[src/rtl/irq_enc_pkg.sv]
// Shared constants, state encoding and helpers for the 16-source event encoder.
package irq_enc_pkg;

  localparam int N_SRC  = 16;
  localparam int CODE_W = 4;

  typedef enum logic {
    IDLE    = 1'b0,
    PRESENT = 1'b1
  } state_t;

  function automatic logic [N_SRC-1:0] onehot(input logic [CODE_W-1:0] idx);
    logic [N_SRC-1:0] v;
    v      = '0;
    v[idx] = 1'b1;
    return v;
  endfunction

endpackage

[src/rtl/pri_sel16.sv]
// Combinational 16-way priority selector; search begins at 'start' when rr_en=1,
// otherwise at index 0.
module pri_sel16
  import irq_enc_pkg::*;
(
  input  logic [N_SRC-1:0]  cand,
  input  logic [CODE_W-1:0] start,
  input  logic              rr_en,
  output logic [CODE_W-1:0] idx,
  output logic              any
);

  logic [CODE_W-1:0] base;
  logic [N_SRC-1:0]  rot;
  logic [CODE_W-1:0] low;

  assign base = rr_en ? start : '0;

  // Rotate right by base so the search origin lands on bit 0; sums wrap at 16.
  genvar gi;
  generate
    for (gi = 0; gi < N_SRC; gi++) begin : g_rot
      localparam logic [CODE_W-1:0] OFS = CODE_W'(gi);
      logic [CODE_W-1:0] src;
      assign src     = OFS + base;
      assign rot[gi] = cand[src];
    end
  endgenerate

  always_comb begin
    low = '0;
    for (int i = N_SRC - 1; i >= 0; i--) begin
      if (rot[i]) low = CODE_W'(i);
    end
  end

  assign idx = low + base;
  assign any = |cand;

endmodule

[src/rtl/irq_encoder16.sv]
// Sequential 16-to-4 event encoder: captures event pulses into a pending register
// and presents one pending index at a time over a valid/ack handshake.
module irq_encoder16
  import irq_enc_pkg::*;
#(
  parameter int ROUND_ROBIN = 0
) (
  input  logic              clk,
  input  logic              rst,
  input  logic [N_SRC-1:0]  req,
  input  logic [N_SRC-1:0]  mask,
  output logic [CODE_W-1:0] code,
  output logic              valid,
  input  logic              ack,
  output logic [N_SRC-1:0]  pending,
  output logic              dropped
);

  localparam logic RR_EN = (ROUND_ROBIN != 0);

  state_t            state_reg, state_next;
  logic [N_SRC-1:0]  pending_reg, pending_next;
  logic [N_SRC-1:0]  clr, cand;
  logic [CODE_W-1:0] code_reg, code_next;
  logic [CODE_W-1:0] rr_ptr_reg, rr_ptr_next;
  logic [CODE_W-1:0] sel_idx;
  logic              sel_any;
  logic              valid_reg, valid_next;
  logic              dropped_reg, dropped_next;
  logic              accept;

  assign accept = valid_reg & ack;
  assign clr    = accept ? onehot(code_reg) : '0;

  // A new request in the ack cycle re-sets the bit, so set wins over clear.
  assign pending_next = (pending_reg & ~clr) | req;
  assign dropped_next = |(req & pending_reg & ~clr);
  assign cand         = pending_reg & ~mask;

  pri_sel16 u_sel (
    .cand  (cand),
    .start (rr_ptr_reg),
    .rr_en (RR_EN),
    .idx   (sel_idx),
    .any   (sel_any)
  );

  always_ff @(posedge clk or posedge rst) begin
    if (rst) state_reg <= IDLE;
    else     state_reg <= state_next;
  end

  always_comb begin
    state_next = state_reg;
    case (state_reg)
      IDLE:    if (sel_any) state_next = PRESENT;
      PRESENT: if (ack)     state_next = IDLE;
      default: state_next = IDLE;
    endcase
  end

  // Code is only loaded from IDLE, so it cannot move while valid is high.
  always_comb begin
    code_next   = code_reg;
    valid_next  = valid_reg;
    rr_ptr_next = rr_ptr_reg;
    case (state_reg)
      IDLE: begin
        if (sel_any) begin
          code_next  = sel_idx;
          valid_next = 1'b1;
        end else begin
          valid_next = 1'b0;
        end
      end
      PRESENT: begin
        if (ack) begin
          valid_next = 1'b0;
          if (RR_EN) rr_ptr_next = code_reg + CODE_W'(1);
        end
      end
      default: valid_next = 1'b0;
    endcase
  end

  always_ff @(posedge clk or posedge rst) begin
    if (rst) begin
      pending_reg <= '0;
      code_reg    <= '0;
      valid_reg   <= 1'b0;
      dropped_reg <= 1'b0;
      rr_ptr_reg  <= '0;
    end else begin
      pending_reg <= pending_next;
      code_reg    <= code_next;
      valid_reg   <= valid_next;
      dropped_reg <= dropped_next;
      rr_ptr_reg  <= rr_ptr_next;
    end
  end

  assign code    = code_reg;
  assign valid   = valid_reg;
  assign pending = pending_reg;
  assign dropped = dropped_reg;

endmodule

[config.mk]
export PLATFORM = sky130hd
export DESIGN_NAME = irq_encoder16
export DESIGN_NICKNAME = d
export VERILOG_FILES = /design/src/rtl/irq_enc_pkg.sv /design/src/rtl/pri_sel16.sv /design/src/rtl/irq_encoder16.sv
export SDC_FILE = /design/constraint.sdc
export NUM_CORES = 1
export LEC_CHECK = 0
export BUFFER_PORTS_ARGS = -buffer_cell sky130_fd_sc_hd__buf_2
export CORE_MARGIN = 2
export CORE_UTILIZATION = 50
export DETAILED_ROUTE_END_ITERATION = 7
export HOLD_SLACK_MARGIN = 0.03
export PLACE_DENSITY = 0.84
export SETUP_SLACK_MARGIN = 0.1
export SLEW_MARGIN = 20
export SYNTH_ARGS = -nofsm -noshare
export SYNTH_HDL_FRONTEND = slang
export SYNTH_SLANG_ARGS = --single-unit
[constraint.sdc]
create_clock -name clk -period 4.96 [get_ports clk]
set_input_delay 1.488 -clock clk [delete_from_list [all_inputs] [get_ports clk]]
set_output_delay 1.488 -clock clk [all_outputs]
set_load 0.02 [all_outputs]
==> results of run 1 <==
[how the worst min path moves through the flow]
stage / from / endpoint / slack [ns]
4_1_cts: pending[7] / pending[7] / 0.54
5_1_grt: pending[15] / pending[15] / 0.57
2_1_floorplan: pending[10] / pending[10] / 0.63
3_3_place_gp: pending[2] / pending[2] / 0.50
3_5_place_dp: pending[7] / pending[7] / 0.51
6_report: pending[7] / pending[7] / 0.54
[where the power goes]
| part | switching [mW] | total, mW | leakage (nW) | internal [mW] |
|---|---|---|---|---|
| combinational | 0.126 | 0.220 | 0.487 | 0.0941 |
| clock | 0.0574 | 0.0887 | 0.0150 | 0.0313 |
| sequential | 0.0609 | 0.282 | 0.223 | 0.221 |
[layout by cell type, fill, tap and decap left out]
master	synthesis	routed
sky130_fd_sc_hd__a211oi_1	1	1
sky130_fd_sc_hd__a21o_1	17	17
sky130_fd_sc_hd__a21oi_1	2	2
sky130_fd_sc_hd__a311o_1	1	1
sky130_fd_sc_hd__a311oi_1	1	1
sky130_fd_sc_hd__a31o_2	2	2
sky130_fd_sc_hd__a31oi_1	1	1
sky130_fd_sc_hd__and2b_1	2	2
sky130_fd_sc_hd__and4_1	1	1
sky130_fd_sc_hd__and4b_1	2	2
sky130_fd_sc_hd__and4bb_2	1	1
sky130_fd_sc_hd__buf_2	0	56
sky130_fd_sc_hd__clkbuf_1	1	1
sky130_fd_sc_hd__clkbuf_4	0	3
sky130_fd_sc_hd__dfrtp_1	23	23
sky130_fd_sc_hd__inv_1	4	4
sky130_fd_sc_hd__mux2_2	1	1
sky130_fd_sc_hd__nand2_1	16	16
sky130_fd_sc_hd__nand2b_1	18	18
sky130_fd_sc_hd__nand3_1	21	21
sky130_fd_sc_hd__nand3_2	1	1
sky130_fd_sc_hd__nand4_1	9	9
sky130_fd_sc_hd__nor2_1	6	6
sky130_fd_sc_hd__nor2b_1	4	4
sky130_fd_sc_hd__o211a_1	1	1
sky130_fd_sc_hd__o211ai_1	1	1
sky130_fd_sc_hd__o22a_1	2	2
sky130_fd_sc_hd__o22ai_1	2	2
sky130_fd_sc_hd__or4_1	1	1
[logic make-up (layout without fill, tap and decap cells)]
group | count (synthesis) | in the layout | share of synthesized area [%]
mux | 1 | 1 | 0.8687
buf+inv | 5 | 64 | 1.447
simple gates | 82 | 82 | 35.13
flops | 23 | 23 | 44.40
compound gates | 31 | 31 | 18.15
[through the flow]
| stage | util [%] | instances | worst slack [ns] |
|---|---|---|---|
| after floorplan | - | 142 | 2.330 |
| after global placement | 65.00 | 227 | 2.159 |
| after detailed placement | 65.00 | 227 | 2.117 |
| after CTS | 66.06 | 231 | 2.418 |
| after global routing | 66.06 | 231 | 2.320 |
| final | 66.06 | 231 | 2.416 |
[per-layer routing]
layer  part of all wire [%]  global-route usage, %
met5                      0                      0
met4                    2.4                  10.57
met3                    6.3                  3.226
met2                     50                  44.84
met1                     41                  33.96
[final cells by class]
cell class | instances | area (sq um)
clock buffer | 4 | 26.28
fill | 219 | 840.8
inverter | 4 | 15.01
multi-input combinational | 114 | 701.9
sequential | 23 | 575.6
tap | 30 | 37.54
timing repair buffer | 56 | 280.3
==> results_dict.tcl, run 1 <==
set metrics [dict create \
    status "finished clean" \
    number_of_flip_flops_under_the_largest_register_name 16 \
    worst_r2r_dst "dropped" \
    crit_path_buffers_inverters 1 \
    async_reset_ff_share_pct 100.0 \
    initial_utilization_pct 52.32 \
    avgSynthCellArea_sq_um 9.128 \
    vias_per_cell 5.758 \
    crit_required_ns 3.47 \
    global_route.usage.total_pct 26.37 \
    cts_bufs_inserted 3 \
    max_slew_margin_pct 41.81 \
    cp_data_arrival_time_ns 1.06 \
    synth.lib_cells_used.distinct 27 \
    fin_crit_ns 2.544 \
    timing.reg2reg.setup_slack_ns 3.17 \
    detailed_place_hpwl_microns 2871 \
    grt_first_pass_wirelength_microns 5658 \
    holdWs_ns 0.5362 \
    synth.most_common_cell "sky130_fd_sc_hd__dfrtp_1" \
    wire_length_after_detailed_routing_microns 3525 \
    max_slew_violation_count 0 \
    cts_sink_count 23 \
    cp_cell_sequence "buf_2" \
    cpLargestDelayFamily "flip-flops" \
    logic_depth_of_the_worst_setup_path_including_buffers 1 \
    finalCritPeriodShare_pct 51.29 \
    clock_slew_at_reported_path_ffs_ns 0.13 \
    htreeDepth 1 \
    synth-edff-count 0 \
    pin_count_of_the_biggest_net_entering_global_routing 24 \
    synth_top_area_cell "sky130_fd_sc_hd__dfrtp_1" \
    fp.coreArea_sq_mm 0.002477 \
    yosys_warnings 0 \
    placementRows 18 \
    rsz_0062_raised_after_global_routing "false" \
    setup_viol 0 \
    routabilityCongestion 0.9165 \
    clockRootBuffer "sky130_fd_sc_hd__clkbuf_4" \
    worst-path-max-fanout 9 \
    hold_path_class "reg2reg" \
    design.die.area_sq_mm 0.003016 \
    post_cts_hold_buffer_count 0 \
    tritoncts "built" \
    cpMaxStageDelayCell "sky130_fd_sc_hd__dfrtp_1" \
    die_width_microns 54.92 \
    cpPeakStageDelay_ns 0.53 \
    first_iter_violations 40 \
    numPortBuffers 56 \
    timing_hold_violations_final 0 \
    cts_resized 0 \
    ys_dominant_reg_cell "sky130_fd_sc_hd__dfrtp_1" \
    synth_fp_nets 177 \
    end_kind "output pin" \
    place_area_sq_mm 0.001610 \
    post_synth_most_frequent_cells "sky130_fd_sc_hd__dfrtp_1 (23), sky130_fd_sc_hd__nand3_1 (21), sky130_fd_sc_hd__nand2b_1 (18), sky130_fd_sc_hd__a21o_1 (17), sky130_fd_sc_hd__nand2_1 (16)" \
    critPathKind "reg2out" \
    post_synth_instance_area_sq_mm 0.001296 \
    ctsLongestPathBuffers 2 \
    drt_drc_violations_left 0 \
    wl_per_cell_microns 15.26 \
    clkLatencyLatePin_ns 0.31 \
    post_cts.repair.setup_buffers 0 \
    grt_antenna_before_repair 0 \
    vias_in_the_first_global_route 1368 \
    areaGrowthSynthToFinish_pct 26.25 \
    io_pins 57 \
    skew_ns 0.007939 \
    dieHeight_microns 54.92 \
    tns_ns 0 \
    final_antenna_net_count 0 \
    timing.fmax_mhz 393.1 \
    worst_setup_path_start_kind "flop" \
    ys_seq_elements 23 \
    startpoint "code[0]" \
    synth-seq-area-share_pct 44.40 \
    max_capacitance_violation_count 0 \
    design.final.nets 237 \
    post_synth_main_area_contributors "sky130_fd_sc_hd__dfrtp_1 (44%), sky130_fd_sc_hd__a21o_1 (9.8%), sky130_fd_sc_hd__nand2b_1 (8.7%)" \
    hold-path-cell-count 1 \
    num_vias 1330 \
    synth_top_area_share_pct 44.40 \
    fraction_of_final_layout_cells_sized_beyond_drive_strength_1_pct 31.84 \
    antenna-diode-count 0 \
    design_area_sq_mm 0.001637 \
    gr-total-overflow 0 \
    peakVddDrop_uv 235.1 \
    drt_pass_1_iters 4 \
    total_power_uw 590.7 \
    crit-reg2reg-launch "code[3]" \
    tightest_slew_ns 0.8719 \
    r2r_depth 5 \
    leakage_power_nw 0.7256 \
    powerDensity_mw_per_mm2 360.9 \
    synth_cells 142 \
    setup.worst_path.end "code[0]" \
]
Note: power is estimated with default switching activity, not from simulation.
==> inputs of run 2 (changes only) <==
- ABC_AREA: default -> 1
- CORE_UTILIZATION: 50 -> 43
- PLACE_DENSITY: 0.84 -> 0.76
- clock period: 4.96 -> 2.2 ns (I/O delays scaled with it)
==> run 2 against run 1 <==
Area after synthesis is 4.8% higher. Sequential cell count stayed put. Hold slack worse by 0.17 ns. Sequential share of layout area is 1.9 points lower. Synthesized cell count is 36% higher. Die area is 20% higher. Clock power is 120% higher. Design area is 5.6% higher.
==> results_dict.tcl, run 2 <==
set metrics [dict create \
    post_synth_fa_ha_maj_area_fraction_pct 0 \
    post_synth_xor_area_fraction_pct 0 \
    setup_viol 0 \
    clock_slew_at_reported_path_ffs_ns 0.12 \
    initial_utilization_pct 44.88 \
    post_synth_instance_area_sq_mm 0.001359 \
    dieHeight_microns 60.22 \
    num_vias 1367 \
    r2r_depth 7 \
    synth_top_area_cell "sky130_fd_sc_hd__dfrtp_1" \
    status "finished clean" \
    synth_compound_area_share_pct 10.68 \
    fillers 306 \
    final_cells 298 \
    yosys_warnings 0 \
    peakVddDrop_uv 289.7 \
    htreeDepth 1 \
    post_synth_main_area_contributors "sky130_fd_sc_hd__dfrtp_1 (42%), sky130_fd_sc_hd__nand2_1 (19%), sky130_fd_sc_hd__inv_1 (8.8%)" \
    ys_dominant_reg_cell "sky130_fd_sc_hd__dfrtp_1" \
    async_reset_ff_share_pct 100.0 \
    worst_r2r_dst "dropped" \
    ys_seq_elements 23 \
    cts_sink_count 23 \
    drt_pass_1_iters 4 \
    areaGrowthSynthToFinish_pct 27.16 \
    powerDensity_mw_per_mm2 771.3 \
    cts_bufs_inserted 3 \
    end_kind "flop" \
    ctsLongestPathBuffers 2 \
    synth_top_family_by_area "simple AND/OR/NAND/NOR gates" \
    internal_power_uw 758.1 \
    gr-total-overflow 0 \
    max_slew_violation_count 0 \
    synth.most_common_cell "sky130_fd_sc_hd__nand2_1" \
    clockRootBuffer "sky130_fd_sc_hd__clkbuf_4" \
    first_iter_violations 37 \
    cpPeakStageDelay_ns 0.45 \
    critPathKind "reg2reg" \
    fraction_of_final_layout_cells_sized_beyond_drive_strength_1_pct 31.10 \
    synth.lib_cells_used.distinct 25 \
    tritoncts "built" \
    leakage_power_nw 0.9544 \
    timing.reg2reg.setup_slack_ns 0.59 \
    cp_cell_sequence "inv_2 -> nor3_2 -> nand2_1 -> nand2_1 -> o22ai_1 -> a221oi_1 -> nand3_1" \
    numPortBuffers 56 \
    fin_crit_ns 1.615 \
    cp_data_arrival_time_ns 1.80 \
    post_cts.repair.setup_buffers 0 \
    tns_ns 0 \
    routabilityCongestion 0.8313 \
    hold_path_class "in2async" \
    clkLatencyLatePin_ns 0.30 \
    worst_setup_path_start_kind "flop" \
    synth-seq-area-share_pct 42.36 \
    crit_required_ns 2.39 \
    skew_ns 0.001031 \
    seq_power_share_pct 42.3 \
    final_common_cell "sky130_fd_sc_hd__nand2_1" \
    cpLargestDelayFamily "simple AND/OR/NAND/NOR gates" \
    switching_power_uw 574.7 \
    timing_hold_violations_final 0 \
    synth-edff-count 0 \
    crit_top_cell "sky130_fd_sc_hd__nand2_1" \
    grt_first_pass_wirelength_microns 5016 \
    crit-reg2reg-launch "code[1]" \
    antenna-diode-count 0 \
    avgSynthCellArea_sq_um 7.040 \
    detailed_place_hpwl_microns 2657 \
    number_of_flip_flops_under_the_largest_register_name 16 \
    simple_logic_cell_fraction_of_the_synthesized_area_pct 36.10 \
    share_comb_of_total_power_pct 43.2 \
    synth_top_area_share_pct 42.36 \
    die_width_microns 60.22 \
    synth_cells 193 \
    netSwitchingFraction_pct 43.12 \
    post_synth_most_frequent_cells "sky130_fd_sc_hd__nand2_1 (69), sky130_fd_sc_hd__inv_1 (32), sky130_fd_sc_hd__dfrtp_1 (23), sky130_fd_sc_hd__nor2_1 (14), sky130_fd_sc_hd__nand3_1 (13)" \
    placed_cells 294 \
    post_cts_hold_buffer_count 0 \
    fp.coreArea_sq_mm 0.003028 \
    grt_antenna_before_repair 0 \
    wire_length_after_detailed_routing_microns 3206 \
    crit_path_buffers_inverters 1 \
    share_clk_of_total_power_pct 14.6 \
    vias_per_cell 4.587 \
    synth_fp_nets 228 \
    rsz_0062_raised_after_global_routing "false" \
    worst-path-max-fanout 4 \
    tightest_slew_ns 0.3298 \
    design.final.nets 290 \
    timing.fmax_mhz 619.3 \
    io_pins 57 \
    max_slew_margin_pct 77.87 \
    placementRows 20 \
    cts_resized 0 \
    global_route.usage.total_pct 18.80 \
    wl_per_cell_microns 10.76 \
    layout.cells.most_common_list "sky130_fd_sc_hd__nand2_1 (69), sky130_fd_sc_hd__buf_2 (56), sky130_fd_sc_hd__inv_1 (32)" \
    finalCritPeriodShare_pct 73.40 \
    max_capacitance_violation_count 0 \
    cpMaxStageDelayCell "sky130_fd_sc_hd__dfrtp_1" \
    design.die.area_sq_mm 0.003626 \
    drt_drc_violations_left 0 \
    vias_in_the_first_global_route 1181 \
    pin_count_of_the_biggest_net_entering_global_routing 24 \
    yosys-mux-area-fraction_pct 0 \
    final_antenna_net_count 0 \
]
## run 2: cell count changes after synthesis, sizes merged, moves of 4 or more
cell / previous run / this run
nor2b: 4 / 0
nand4: 9 / 1
nand2: 16 / 74
nand3: 22 / 13
nor2: 6 / 15
a21o: 17 / 3
or2: 0 / 8
inv: 4 / 37
nand2b: 18 / 0
o21ai: 0 / 5
## run 2: worst max-delay path by stage
| stage | slack (ns) | from | cells past startpoint | end |
|---|---|---|---|---|
| after floorplan | 0.54 | mask[13] | 8 | valid |
| after global placement | 0.25 | ack | 8 | dropped |
| after detailed placement | 0.22 | ack | 8 | dropped |
| after CTS | 0.56 | code[1] | 7 | dropped |
| after global routing | 0.46 | code[0] | 7 | dropped |
| final | 0.59 | code[1] | 7 | dropped |
## run 2: cells by family after synthesis
kind of cell | after synthesis
buf+inv | 39
compound gates | 18
flops | 23
simple gates | 113
## run 2: through the flow
step | power, mW | setup slack [ns] | hold WS [ns] | utilization [%] | instance area, sq um
floorplan | 0.9711 | 0.5449 | 0.5331 | - | 1359
finish | 1.333 | 0.5852 | 0.3641 | 57.07 | 1728
global placement | 1.139 | 0.2527 | 0.5148 | 56.20 | 1702
global route | 1.435 | 0.4556 | 0.3820 | 57.07 | 1728
detailed placement | 1.147 | 0.2215 | 0.5112 | 56.20 | 1702
CTS | 1.344 | 0.5627 | 0.3739 | 57.07 | 1728
## run 2: power groups by stage
stage	Sequential [mW]	Combinational (mW)	Clock, mW
2_1_floorplan	0.633	0.338	0
3_3_place_gp	0.569	0.570	0
3_5_place_dp	0.571	0.576	0
4_1_cts	0.563	0.579	0.201
5_1_grt	0.573	0.644	0.218
6_report	0.563	0.575	0.194
## run 2: routing by layer
| metal | up-vias | part of all wire (%) | track usage, % |
|---|---|---|---|
| met5 | - | 0 | 0 |
| met4 | 0 | 0.84 | 5.714 |
| met3 | 2 | 5.1 | 2.597 |
| met2 | 36 | 48 | 30.59 |
| met1 | 612 | 46 | 25.77 |
| li1 | 717 | - | - |
## run 2: final cells by class
cell class / instances / area, sq um / area share [%]
Sequential cell: 23 / 575.6 / 33.31
Multi-Input combinational cell: 131 / 635.6 / 36.78
Timing Repair Buffer: 57 / 287.8 / 16.65
Inverter: 39 / 147.6 / 8.545
Clock buffer: 4 / 26.28 / 1.521
Tap cell: 44 / 55.05 / 3.186
## run 2: worst reg2reg max path, delay by kind of cell (launching register included)
family,cells,cell delay (ns)
AO/OA/AOI/OAI,2,0.34
AND/OR/NAND/NOR,4,0.62
flip-flops,1,0.45
buffers and inverters,1,0.08
